### src/rtl/car_presence_detector_pkg.sv
// Shared definitions for the country-road car presence detector.
// The light codes are common with the highway/country signal controller.
package car_presence_detector_pkg;

  localparam logic [1:0] RED    = 2'd0;
  localparam logic [1:0] YELLOW = 2'd1;
  localparam logic [1:0] GREEN  = 2'd2;

  // Queue update selected for the current cycle.
  typedef enum logic [1:0] {
    Q_HOLD  = 2'd0,
    Q_INC   = 2'd1,
    Q_DEC   = 2'd2,
    Q_FLUSH = 2'd3
  } q_op_e;

  // Code 2'd3 is deliberately not RED.
  function automatic logic is_red(input logic [1:0] code);
    return code == RED;
  endfunction

endpackage

### src/rtl/car_presence_detector_if.sv
// Sensor-side and controller-side signals of the car presence detector.
// master: roadside pins / signal controller side; slave: the detector.
interface car_presence_detector_if #(
  parameter int CNT_W = 4
);
  logic             arrive_raw;
  logic             depart_raw;
  logic [1:0]       cntry;
  logic             X;
  logic [CNT_W-1:0] queue_cnt;
  logic             overflow;
  logic             red_run;

  modport master (
    output arrive_raw, depart_raw, cntry,
    input  X, queue_cnt, overflow, red_run
  );

  modport slave (
    input  arrive_raw, depart_raw, cntry,
    output X, queue_cnt, overflow, red_run
  );
endinterface

### src/rtl/car_presence_detector_sig_debounce.sv
// Road-loop conditioning: 2-flop synchronizer, stability debouncer and
// a one-cycle pulse on each rising edge of the filtered level.
module sig_debounce #(
  parameter int DEBOUNCE_CYC = 16
) (
  input  logic clock,
  input  logic clear_n,
  input  logic raw_i,
  output logic rise_o
);
  localparam int CW = $clog2(DEBOUNCE_CYC + 1);
  localparam logic [CW-1:0] CNT_TC = CW'(DEBOUNCE_CYC - 1);

  logic          sync1_q, sync2_q;
  logic          filt_q, filt_d;
  logic          filt_dly_q;
  logic [CW-1:0] cnt_q, cnt_d;

  // Count consecutive cycles that disagree with the filtered level; the
  // level flips on the DEBOUNCE_CYC-th such cycle, any agreement restarts.
  always_comb begin
    cnt_d  = '0;
    filt_d = filt_q;
    if (sync2_q != filt_q) begin
      if (cnt_q == CNT_TC) begin
        filt_d = sync2_q;
      end else begin
        cnt_d = cnt_q + 1'b1;
      end
    end
  end

  // Synchronizer, debounce state and edge-detect delay.
  always_ff @(posedge clock or negedge clear_n) begin
    if (!clear_n) begin
      sync1_q    <= 1'b0;
      sync2_q    <= 1'b0;
      filt_q     <= 1'b0;
      filt_dly_q <= 1'b0;
      cnt_q      <= '0;
    end else begin
      sync1_q    <= raw_i;
      sync2_q    <= sync1_q;
      filt_q     <= filt_d;
      filt_dly_q <= filt_q;
      cnt_q      <= cnt_d;
    end
  end

  assign rise_o = filt_q & ~filt_dly_q;

endmodule

### src/rtl/car_presence_detector.sv
// Country-road car presence detector: counts vehicles queued between the
// arrival loop and the exit loop and drives X while the queue is non-empty.
// Optional build macro STALE_FLUSH_EN adds a timer that empties a queue left
// stranded by missed exit-loop pulses during a long green.
module car_presence_detector
  import car_presence_detector_pkg::*;
#(
  parameter int DEBOUNCE_CYC = 16,
  parameter int CNT_W        = 4,
  parameter int MAX_CARS     = 15,
  parameter int FLUSH_CYC    = 1000
) (
  input  logic                  clock,
  input  logic                  clear_n,
  car_presence_detector_if.slave bus
);
  localparam logic [CNT_W-1:0] MAX_Q = CNT_W'(MAX_CARS);

  // Out-of-range parameters elaborate a visibly named marker block.
  if (DEBOUNCE_CYC < 1 || FLUSH_CYC < 1 || MAX_CARS > (2**CNT_W - 1)) begin : g_param_out_of_range
  end

  logic             arr_evt, dep_evt;
  logic             flush_hit;
  q_op_e            q_op;
  logic [CNT_W-1:0] queue_q, queue_d;
  logic             ovf_q, ovf_d;
  logic             red_run_q, red_run_d;

  sig_debounce #(.DEBOUNCE_CYC(DEBOUNCE_CYC)) u_arrive (
    .clock   (clock),
    .clear_n (clear_n),
    .raw_i   (bus.arrive_raw),
    .rise_o  (arr_evt)
  );

  sig_debounce #(.DEBOUNCE_CYC(DEBOUNCE_CYC)) u_depart (
    .clock   (clock),
    .clear_n (clear_n),
    .raw_i   (bus.depart_raw),
    .rise_o  (dep_evt)
  );

`ifdef STALE_FLUSH_EN
  localparam int FW = (FLUSH_CYC > 1) ? $clog2(FLUSH_CYC) : 1;
  localparam logic [FW-1:0] FLUSH_TC = FW'(FLUSH_CYC - 1);

  logic          flush_run;
  logic [FW-1:0] flush_tmr_q, flush_tmr_d;

  // Down-counter over green cycles with cars waiting and nobody leaving.
  always_comb begin
    flush_run   = (bus.cntry == GREEN) && (queue_q != '0) && !dep_evt;
    flush_hit   = flush_run && (flush_tmr_q == '0);
    flush_tmr_d = (!flush_run || flush_hit) ? FLUSH_TC : flush_tmr_q - 1'b1;
  end

  // Flush timer register.
  always_ff @(posedge clock or negedge clear_n) begin
    if (!clear_n) begin
      flush_tmr_q <= FLUSH_TC;
    end else begin
      flush_tmr_q <= flush_tmr_d;
    end
  end
`else
  assign flush_hit = 1'b0;
`endif

  // Choose the queue operation; coincident arrival and departure cancel.
  always_comb begin
    q_op = Q_HOLD;
    if (flush_hit) begin
      q_op = Q_FLUSH;
    end else if (arr_evt && !dep_evt) begin
      q_op = Q_INC;
    end else if (dep_evt && !arr_evt) begin
      q_op = Q_DEC;
    end
  end

  // Apply the operation with saturation at MAX_CARS and at zero.
  always_comb begin
    queue_d   = queue_q;
    ovf_d     = ovf_q;
    red_run_d = dep_evt && is_red(bus.cntry);
    case (q_op)
      Q_FLUSH: queue_d = arr_evt ? CNT_W'(1) : '0;
      Q_INC: begin
        if (queue_q == MAX_Q) ovf_d = 1'b1;
        else                  queue_d = queue_q + 1'b1;
      end
      Q_DEC: begin
        if (queue_q != '0) queue_d = queue_q - 1'b1;
      end
      default: ;
    endcase
  end

  // Queue, sticky overflow and red-run pulse registers.
  always_ff @(posedge clock or negedge clear_n) begin
    if (!clear_n) begin
      queue_q   <= '0;
      ovf_q     <= 1'b0;
      red_run_q <= 1'b0;
    end else begin
      queue_q   <= queue_d;
      ovf_q     <= ovf_d;
      red_run_q <= red_run_d;
    end
  end

  assign bus.queue_cnt = queue_q;
  assign bus.X         = (queue_q != '0);
  assign bus.overflow  = ovf_q;
  assign bus.red_run   = red_run_q;

endmodule

### src/flat_wrapper.sv
// flat-port wrapper written by rule: the top's interface ports become plain ports
module car_presence_detector_flat import car_presence_detector_pkg::*;
#(
  parameter int DEBOUNCE_CYC = 16,
  parameter int CNT_W        = 4,
  parameter int MAX_CARS     = 15,
  parameter int FLUSH_CYC    = 1000
)
  (clock, clear_n, bus_arrive_raw, bus_depart_raw, bus_cntry, bus_X, bus_queue_cnt, bus_overflow, bus_red_run);
  car_presence_detector_if #(.CNT_W(CNT_W)) bus_i ();
  input  logic clock;
  input  logic clear_n;
  input wire logic [$bits(bus_i.arrive_raw)-1:0] bus_arrive_raw;
  input wire logic [$bits(bus_i.depart_raw)-1:0] bus_depart_raw;
  input wire logic [$bits(bus_i.cntry)-1:0] bus_cntry;
  output wire logic [$bits(bus_i.X)-1:0] bus_X;
  output wire logic [$bits(bus_i.queue_cnt)-1:0] bus_queue_cnt;
  output wire logic [$bits(bus_i.overflow)-1:0] bus_overflow;
  output wire logic [$bits(bus_i.red_run)-1:0] bus_red_run;
  assign bus_i.arrive_raw = bus_arrive_raw;
  assign bus_i.depart_raw = bus_depart_raw;
  assign bus_i.cntry = bus_cntry;
  assign bus_X = bus_i.X;
  assign bus_queue_cnt = bus_i.queue_cnt;
  assign bus_overflow = bus_i.overflow;
  assign bus_red_run = bus_i.red_run;
  car_presence_detector #(.DEBOUNCE_CYC(DEBOUNCE_CYC), .CNT_W(CNT_W), .MAX_CARS(MAX_CARS), .FLUSH_CYC(FLUSH_CYC)) u_core (.clock(clock), .clear_n(clear_n), .bus(bus_i));
endmodule
### config.mk
export PLATFORM = sky130hd
export DESIGN_NAME = car_presence_detector_flat
export DESIGN_NICKNAME = d
export VERILOG_FILES = /design/src/rtl/car_presence_detector_pkg.sv /design/src/rtl/car_presence_detector_if.sv /design/src/rtl/car_presence_detector_sig_debounce.sv /design/src/rtl/car_presence_detector.sv /design/src/flat_wrapper.sv
export SDC_FILE = /design/constraint.sdc
export NUM_CORES = 1
export LEC_CHECK = 0
export BUFFER_PORTS_ARGS = -buffer_cell sky130_fd_sc_hd__buf_2
export CORE_ASPECT_RATIO = 0.8
export CORE_MARGIN = 2
export CORE_UTILIZATION = 35
export DETAILED_ROUTE_END_ITERATION = 7
export PLACE_DENSITY_LB_ADDON = 0.05
export SYNTH_ARGS = -nofsm -noshare
export SYNTH_HDL_FRONTEND = slang
export SYNTH_SLANG_ARGS = --single-unit
### constraint.sdc
create_clock -name clock -period 2.6 [get_ports clock]
set_clock_uncertainty 0.1 [all_clocks]
set_input_delay 0.65 -clock clock [delete_from_list [all_inputs] [get_ports clock]]
set_output_delay 0.65 -clock clock [all_outputs]
set_load 0.01 [all_outputs]
**After elaboration in Yosys (flattened, before gate mapping)**

Index checks and enable logic that the tools add are counted.
Widths: inputs -> output; s select.

- Add/sub/neg operators: 4
- $mul: 0
- Div/mod/pow operators: 0
- Order comparisons: 0
- Equality and inequality tests: 10
- Shifts and indexed selects: 0
- Multiplexer cells: 10
- Bitwise gates (word level): 4
- Reduce and logical (&&, ||, !) cells: 12

Operators with widths:

| cell | number |
|---|---|
| $mux 5 | 4 |
| $pmux 4 s3 | 1 |
| $add 5x1->5 const B | 2 |
| $eq 5x4->1 const B | 2 |
| $mux 4 | 2 |
| $reduce_and 2->1 | 3 |
| $add 4x1->4 const B | 1 |
| $eq 2x2->1 const B | 2 |
| $eq 4x4->1 const B | 1 |
| $mux 2 | 2 |
| $ne 2x2->1 const B | 2 |
| $reduce_bool 4->1 | 1 |
| $sub 4x1->4 const B | 1 |
| $logic_and 1x1->1 | 3 |
| $reduce_and 3->1 | 1 |
| $reduce_bool 3->1 | 1 |
| $and 1x1->1 | 2 |
| $eq 2x1->1 const B | 1 |
| $logic_not 1->1 | 2 |
| $logic_not 2->1 | 1 |
| $ne 1x1->1 | 2 |
| $not 1->1 | 2 |
| $mux 1 | 1 |

- Flip-flop bits (word level): 24
- Bits in latches: 0
- Memory bits (writable): 0
- Memory bits (read-only): 0
- Bits of input ports: 6
- Output and inout bits: 7
- Memories: 0

**Depth between registers and ports, before layout**

Gate-level depths: netlist (run 1).

- Word-level depth: 9
- Gate-level depth with buffers: 9
- Depth with buffers taken out: 9

**Cells and area by module**

From an unflattened synthesis (run 1), not the netlist that was laid out.

- Cell total of the unflattened synthesis: 92
- Area total of the unflattened synthesis: 1139.8 sq um

Modules (own cells, without submodules):

| module | instances | cells each | area each (sq um) | sequential area each (sq um) |
|---|---|---|---|---|
| sig_debounce | 2 | 25 | 340.3 | 225.2 |
| car_presence_detector | 1 | 42 | 459.2 | 150.1 |

**Worst setup path after synthesis (run 1)**

No wires, ideal clock.

- Path type: reg2reg
- From: register u_core.u_depart.filt_dly_q
- To: register u_core.queue_q[3] (netlist: u_core.bus.queue_cnt[3])
- Setup time: 0.124 ns
- Arrival time: 1.852 ns
- Required time: 2.376 ns
- Setup slack: 0.524 ns
- Stages on the path, launching flop included: 10
- Buffers on the path: 0
- Clock period less this slack: 2.076 ns
- Cells stage by stage: dfrtp_1 -> nand2b_2 -> inv_2 -> ha_1 -> ha_1 -> a21oi_1 -> a2bb2oi_1 -> nor3_1 -> nor4b_1 -> a211o_1

- Cells in the longest elaborated chain, start to end: 8
- Elaborated cells between the ends (all ways): 15
- Classes of those cells: eq/ne: 5; mux: 3; bitwise: 2; reduce/logical: 5

Ends and longest elaborated chain:

| element | RTL line | source |
|---|---|---|
| from (decl) | car_presence_detector_sig_debounce.sv:16 | `logic filt_dly_q;` |
| from (signal assigned) | car_presence_detector_sig_debounce.sv:45 | `filt_dly_q <= filt_q;` |
| $not 1->1 (*) | car_presence_detector_sig_debounce.sv:50 | `assign rise_o = filt_q & ~filt_dly_q;` |
| $and 1x1->1 (*) | car_presence_detector_sig_debounce.sv:50 |  |
| $logic_and 1x1->1 or $logic_not 1->1 (tied branches) | car_presence_detector.sv:77, car_presence_detector.sv:75 |  |
| $mux 2 or $logic_and 1x1->1 (tied branches) | car_presence_detector.sv:77, car_presence_detector.sv:75 |  |
| $mux 2 (*) | car_presence_detector.sv:75 | `end else if (arr_evt && !dep_evt) begin` |
| $eq 2x1->1 or $eq 2x2->1 (tied branches) | car_presence_detector.sv:87 | `case (q_op)` |
| $ne 2x2->1 (no source line) or $reduce_bool 3->1 (tied branches) | - |  |
| $reduce_and 3->1 (no source line) | - |  |
| to (signal assigned) | car_presence_detector.sv:107 | `queue_q <= queue_d;` |
| to (decl) | car_presence_detector.sv:26 | `logic [CNT_W-1:0] queue_q, queue_d;` |

Every way passes the cells marked *; elsewhere a longest branch is shown, timed or not.
A chain may end at the register's enable or synchronous reset.

**Final worst setup path (run 1)**

Same ends and word-level chain as after synthesis.

==> results of run 1 <==
-- cell usage after synthesis (2+ instances only) --
cell type / n / area share [%]
nand2_1: 3 / 1.0
and2_1: 2 / 1.1
o21ai_0: 4 / 1.8
inv_1: 4 / 1.4
xor2_1: 8 / 6.4
nor2_1: 9 / 3.1
mux2_2: 2 / 2.1
dfrtp_1: 24 / 55
and3_1: 2 / 1.1
nand2b_1: 2 / 1.1
a21oi_1: 2 / 0.92
ha_1: 6 / 6.9
nor3_1: 3 / 1.4
nand3_1: 6 / 2.8
-- state kept, by name, indices dropped and copies added, names as in the netlist --
register and count:
u_core.u_arrive.sync2_q 1, u_core.u_arrive.cnt_q 5, u_core.u_depart.sync2_q 1, u_core.u_depart.cnt_q 5
u_core.bus.red_run 1, u_core.u_arrive.sync1_q 1, u_core.bus.overflow 1, u_core.u_arrive.filt_dly_q 1
u_core.u_arrive.filt_q 1, u_core.u_depart.filt_dly_q 1, u_core.bus.queue_cnt 4, u_core.u_depart.filt_q 1
u_core.u_depart.sync1_q 1
-- placed cells by master, fill, tap and decap left out, types with 2 or more instances in the layout --
cell type,instances
dfrtp_1,24
buf_2,12
nor2_1,9
xor2_1,8
nand3_1,6
ha_1,6
inv_1,4
o21ai_0,4
nor3_1,3
nand2_1,3
clkbuf_8,3
nand2b_1,2
and2_1,2
and3_1,2
a21oi_1,2
mux2_2,2
-- cell families (layout without fill, tap and decap cells) --
group                      after synthesis  count (layout)  share of synthesized area (%)
DFF                                     24              24                           55.1
muxes                                    2               2                           2.07
adders and majority gates                6               6                           6.89
and+or+nand+nor                         34              34                           17.2
AOI/OAI and AO/OA                       14              14                           9.53
xor gates and xnor gates                 8               8                           6.43
buffers and inverters                    6              20                           2.75
-- final timing paths --
path,end,cells past startpoint
setup / recovery,u_core.bus.queue_cnt[3]$_DFFE_PN0P_,9
hold / removal,u_core.u_depart.sync2_q$_DFF_PN0_,0
setup reg to reg,u_core.bus.queue_cnt[3]$_DFFE_PN0P_,9
hold reg to reg,u_core.u_depart.sync2_q$_DFF_PN0_,0
max in group asynchronous,u_core.u_arrive.cnt_q[3]$_DFF_PN0_,1
min in group asynchronous,u_core.u_depart.cnt_q[0]$_DFF_PN0_,1
-- cell type report --
type	count	area, sq um
Clock buffer	3	41.3
Fill cell	300	1790
Inverter	5	18.8
Multi-Input combinational cell	64	459
Sequential cell	24	601
Tap cell	40	50.0
Timing Repair Buffer	12	60.1
-- power breakdown --
group / leakage (uW) / total (uW) / internal (uW) / switching, uW
logic: 0.000305 / 26.6 / 10.5 / 16.0
clock network: 0.0000216 / 214 / 103 / 111
registers: 0.000321 / 391 / 384 / 7.07
total: 0.000648 / 631 / 497 / 134
-- through the flow --
step,std cells,utilization [%],area (sq um),worst slack [ns]
global placement,145,39.4,1190,0.396
finish,148,40.8,1230,0.321
detailed placement,145,39.4,1190,0.321
CTS,148,40.8,1230,0.307
floorplan,94,-,1090,0.524
global route,148,40.8,1230,0.183
-- metal layers --
metal,vias to the layer above,part of all wire [%],GRT usage (%)
met5,-,0,0
met4,0,0,1.70
met3,0,3.2,4.39
met2,7,41,16.3
met1,319,55,17.7
li1,354,-,-
==> results.json, run 1 <==
{
  "cts_buffers": 3,
  "startpoint_type": "register",
  "fin_crit_sh_pct": 87.7,
  "slew-limit-headroom_pct": 64.2,
  "power_uw": 631,
  "synth_area_sq_um": 1090,
  "via_count": 680,
  "setup_violations": 0,
  "slew_viol_final": 0,
  "synth_edf_count": 0,
  "cp_slowest_stage_delay_ns": 0.36,
  "dp_hpwl_um": 1280,
  "status": "complete, no violations",
  "die_h_um": 53.9,
  "wirelength_um": 1760,
  "antenna_cells": 0,
  "cp_top_family": "adder cells",
  "grt_usage_pct": 11.8,
  "r2r-start": "u_core.u_depart.filt_dly_q$_DFF_PN0_",
  "worstPathRequired_ns": 2.65,
  "holdWs_ns": 0.253,
  "ant_nets": 0,
  "irDropWorstVdd_v": 0.000277,
  "tns_ns": 0,
  "p_leak_uw": 0.000648,
  "grt_max_degree": 25,
  "ys.warnings.count": 0,
  "start_util_pct": 36.1,
  "critPathMostFrequentCell": "ha_1",
  "path_cells": "nand2b_2 -> inv_2 -> ha_1 -> ha_1 -> a21oi_1 -> a2bb2oi_1 -> nor3_1 -> nor4b_1 -> a211o_1",
  "clkTransAtPathRegs_ns": 0.08,
  "clock_path_buffers": 2,
  "drc": 0,
  "synth_nets": 106,
  "yosys_register_bits": 24,
  "min_period_ns": 2.28,
  "first_global_vias": 679,
  "cts_root_buffer": "clkbuf_8",
  "async_flop_share_pct": 100,
  "die_w_um": 66.4,
  "io_buffers": 12,
  "crit_fanout": 7,
  "hold_class": "register to register",
  "cts_resized": 0,
  "ys_seq_area_share_pct": 55.1,
  "cts.sinks": 24,
  "drv_cap": 0,
  "power_density_nw_per_um2": 513,
  "avgSynthCellArea_sq_um": 11.6,
  "wire_per_inst_um": 11.9,
  "fp.dieArea_sq_um": 3580,
  "hold_start": "u_core.u_depart.sync1_q$_DFF_PN0_",
  "cp.arrival_ns": 2.33,
  "slowest_stage": "dfrtp_1",
  "place_congestion": 0.852,
  "ys_types": 31,
  "gr-total-overflow": 0,
  "areaGrowthSynthToFinish_pct": 12.9,
  "num_rows": 18,
  "setup.worst_path.class": "register to register",
  "rsz0062_at_grt": "false",
  "cp-end-kind": "register",
  "cts_setup_buffers": 0,
  "worst_slew_pin_slew_ns": 0.538,
  "h-tree-depth": 1,
  "clk_latency_ns": 0.26,
  "via_per_inst": 4.59,
  "core_area_sq_um": 3020,
  "cts_tree": "yes",
  "worst-path-buf-inv": 1,
  "nets": 122,
  "antenna_found_initial": 0,
  "cts.hold.buffers_added": 0,
  "drtIter0Drc": 61,
  "netlist_instances": 94,
  "finalHoldViolCount": 0,
  "final_layout_size_suffix_gt1_share_pct": 20.4,
  "synth_flop_cell": "dfrtp_1",
  "crit_start": "u_core.u_depart.filt_dly_q$_DFF_PN0_",
  "max_freq_mhz": 439,
  "drt_pre_antenna_iters": 4,
  "ios": 13,
  "reg2reg_slack_ns": 0.32,
  "grt_pass1_wl_um": 3110
}
No activity file was read; power rests on OpenSTA's default activity.
==> run 2: changes to the inputs <==
--- a/config.mk
+++ b/config.mk
@@ -8,7 +8,7 @@
 export BUFFER_PORTS_ARGS = -buffer_cell sky130_fd_sc_hd__buf_2
 export CORE_ASPECT_RATIO = 0.8
 export CORE_MARGIN = 2
-export CORE_UTILIZATION = 35
+export CORE_UTILIZATION = 55
 export DETAILED_ROUTE_END_ITERATION = 7
 export PLACE_DENSITY_LB_ADDON = 0.05
 export SYNTH_ARGS = -nofsm -noshare
==> results.json, run 2 (synthesis gave the netlist of run 1 again) <==
{
  "status": "complete, no violations",
  "crit_fanout": 8,
  "min_period_ns": 2.28,
  "slew_viol_final": 0,
  "gr-total-overflow": 0,
  "tns_ns": 0,
  "layout_commonest_cell": "dfrtp_1",
  "drt_pre_antenna_iters": 4,
  "dp_hpwl_um": 1280,
  "fin_crit_sh_pct": 87.8,
  "place_area_sq_um": 1170,
  "final_cell_mix": "dfrtp_1 (24), buf_2 (12), nor2_1 (9)",
  "areaGrowthSynthToFinish_pct": 12.1,
  "cp-end-kind": "output port",
  "grt_max_degree": 25,
  "first_global_vias": 697,
  "wire_per_inst_um": 12.9,
  "ios": 13,
  "cp.arrival_ns": 1.53,
  "cts_setup_buffers": 0,
  "via_per_inst": 5.37,
  "nets": 122,
  "h-tree-depth": 1,
  "antenna_found_initial": 0,
  "clkTransAtPathRegs_ns": 0.12,
  "irDropWorstVdd_v": 0.000472,
  "worst-path-buf-inv": 1,
  "cp_slowest_stage_delay_ns": 0.58,
  "grt_pass1_wl_um": 3000,
  "p_int_uw": 550,
  "io_buffers": 12,
  "cts_buffers": 3,
  "die_h_um": 43.8,
  "final_layout_size_suffix_gt1_share_pct": 21.1,
  "clock_path_buffers": 2,
  "cts_tree": "yes",
  "core_area_sq_um": 1870,
  "path_cells": "or4_4 -> buf_2",
  "finalHoldViolCount": 0,
  "fp.dieArea_sq_um": 2360,
  "worstPathRequired_ns": 1.85,
  "switchingPower_uw": 126,
  "cts.sinks": 24,
  "cp_top_family": "simple AND/OR/NAND/NOR gates",
  "rsz0062_at_grt": "false",
  "clockPowerShare_pct": 38.4,
  "final_util_pct": 65.2,
  "fin_area_sq_um": 1220,
  "cts_resized": 0,
  "drtIter0Drc": 11,
  "setup_violations": 0,
  "slowest_stage": "or4_4",
  "worst_slew_pin_slew_ns": 0.509,
  "grt_usage_pct": 17.9,
  "hold_class": "primary input to asynchronous set/reset pin",
  "via_count": 714,
  "antenna_cells": 0,
  "start_util_pct": 58.1,
  "drc": 0,
  "p_seq_share_pct": 57.7,
  "place_congestion": 0.908,
  "ant_nets": 0,
  "clk_latency_ns": 0.30,
  "swShare_pct": 18.7,
  "startpoint_type": "register",
  "cts.hold.buffers_added": 0,
  "wirelength_um": 1710,
  "num_rows": 14,
  "slew-limit-headroom_pct": 66.0,
  "setup.worst_path.class": "register to output port",
  "die_w_um": 53.8,
  "pwr-share-comb_pct": 3.9,
  "drv_cap": 0,
  "cts_root_buffer": "clkbuf_4",
  "p_leak_uw": 0.000654,
  "max_freq_mhz": 438,
  "power_density_nw_per_um2": 554
}
## run 2: cell type report
cell class              instances  area, sq um
clock buffers                   3         22.5
clock inverters                 1         30.0
repair buffers                 12         60.1
inverters                       5         18.8
multi-input cells              64          459
well taps                      24         30.0
flip-flops and latches         24          601
fillers                       145          653
## run 2: through the flow
step,hold WS (ns),total power (uW),cells,setup WS [ns]
2_1_floorplan,0.231,411,94,0.524
3_3_place_gp,0.233,424,129,0.443
3_5_place_dp,0.241,425,129,0.358
4_1_cts,0.203,687,133,0.307
5_1_grt,0.228,708,133,0.124
6_report,0.197,676,133,0.318
## run 2: worst paths after layout
check	start	end	slack, ns	depth (start not counted)
min in group clock	u_core.u_arrive.sync1_q$_DFF_PN0_	u_core.u_arrive.sync2_q$_DFF_PN0_	0.27	0
setup / recovery	u_core.bus.queue_cnt[0]$_DFFE_PN0P_	bus_X	0.32	2
hold reg to reg	u_core.u_arrive.sync1_q$_DFF_PN0_	u_core.u_arrive.sync2_q$_DFF_PN0_	0.27	0
setup reg to reg	u_core.u_depart.filt_dly_q$_DFF_PN0_	u_core.bus.queue_cnt[3]$_DFFE_PN0P_	0.32	9
max in group asynchronous	clear_n	u_core.u_arrive.cnt_q[1]$_DFF_PN0_	1.86	1
hold / removal	clear_n	u_core.u_depart.filt_q$_DFFE_PN0P_	0.20	1
## run 2: worst reg2reg max path: stages, from the launching register on
cell and delay [ns]:
dfrtp_1 0.37, nand2b_2 0.22, inv_2 0.10, ha_1 0.28, ha_1 0.33, a21oi_1 0.15, a2bb2oi_1 0.16, nor3_1 0.07
nor4b_1 0.16, a211o_1 0.22
## run 2: power by group through the flow
stage          sequential (uW)  clock, uW  combinational [uW]
3_3_place_gp               397          0                26.4
4_1_cts                    391        269                27.5
2_1_floorplan              397          0                14.1
6_report                   391        259                26.3
5_1_grt                    392        282                33.5
3_5_place_dp               398          0                27.4
## run 2: metal layers
layer | GRT usage (%) | share of wire (%)
met3 | 6.55 | 6.2
met4 | 3.08 | 1.5
met1 | 24.9 | 47
met2 | 27.3 | 45
met5 | 0 | 0
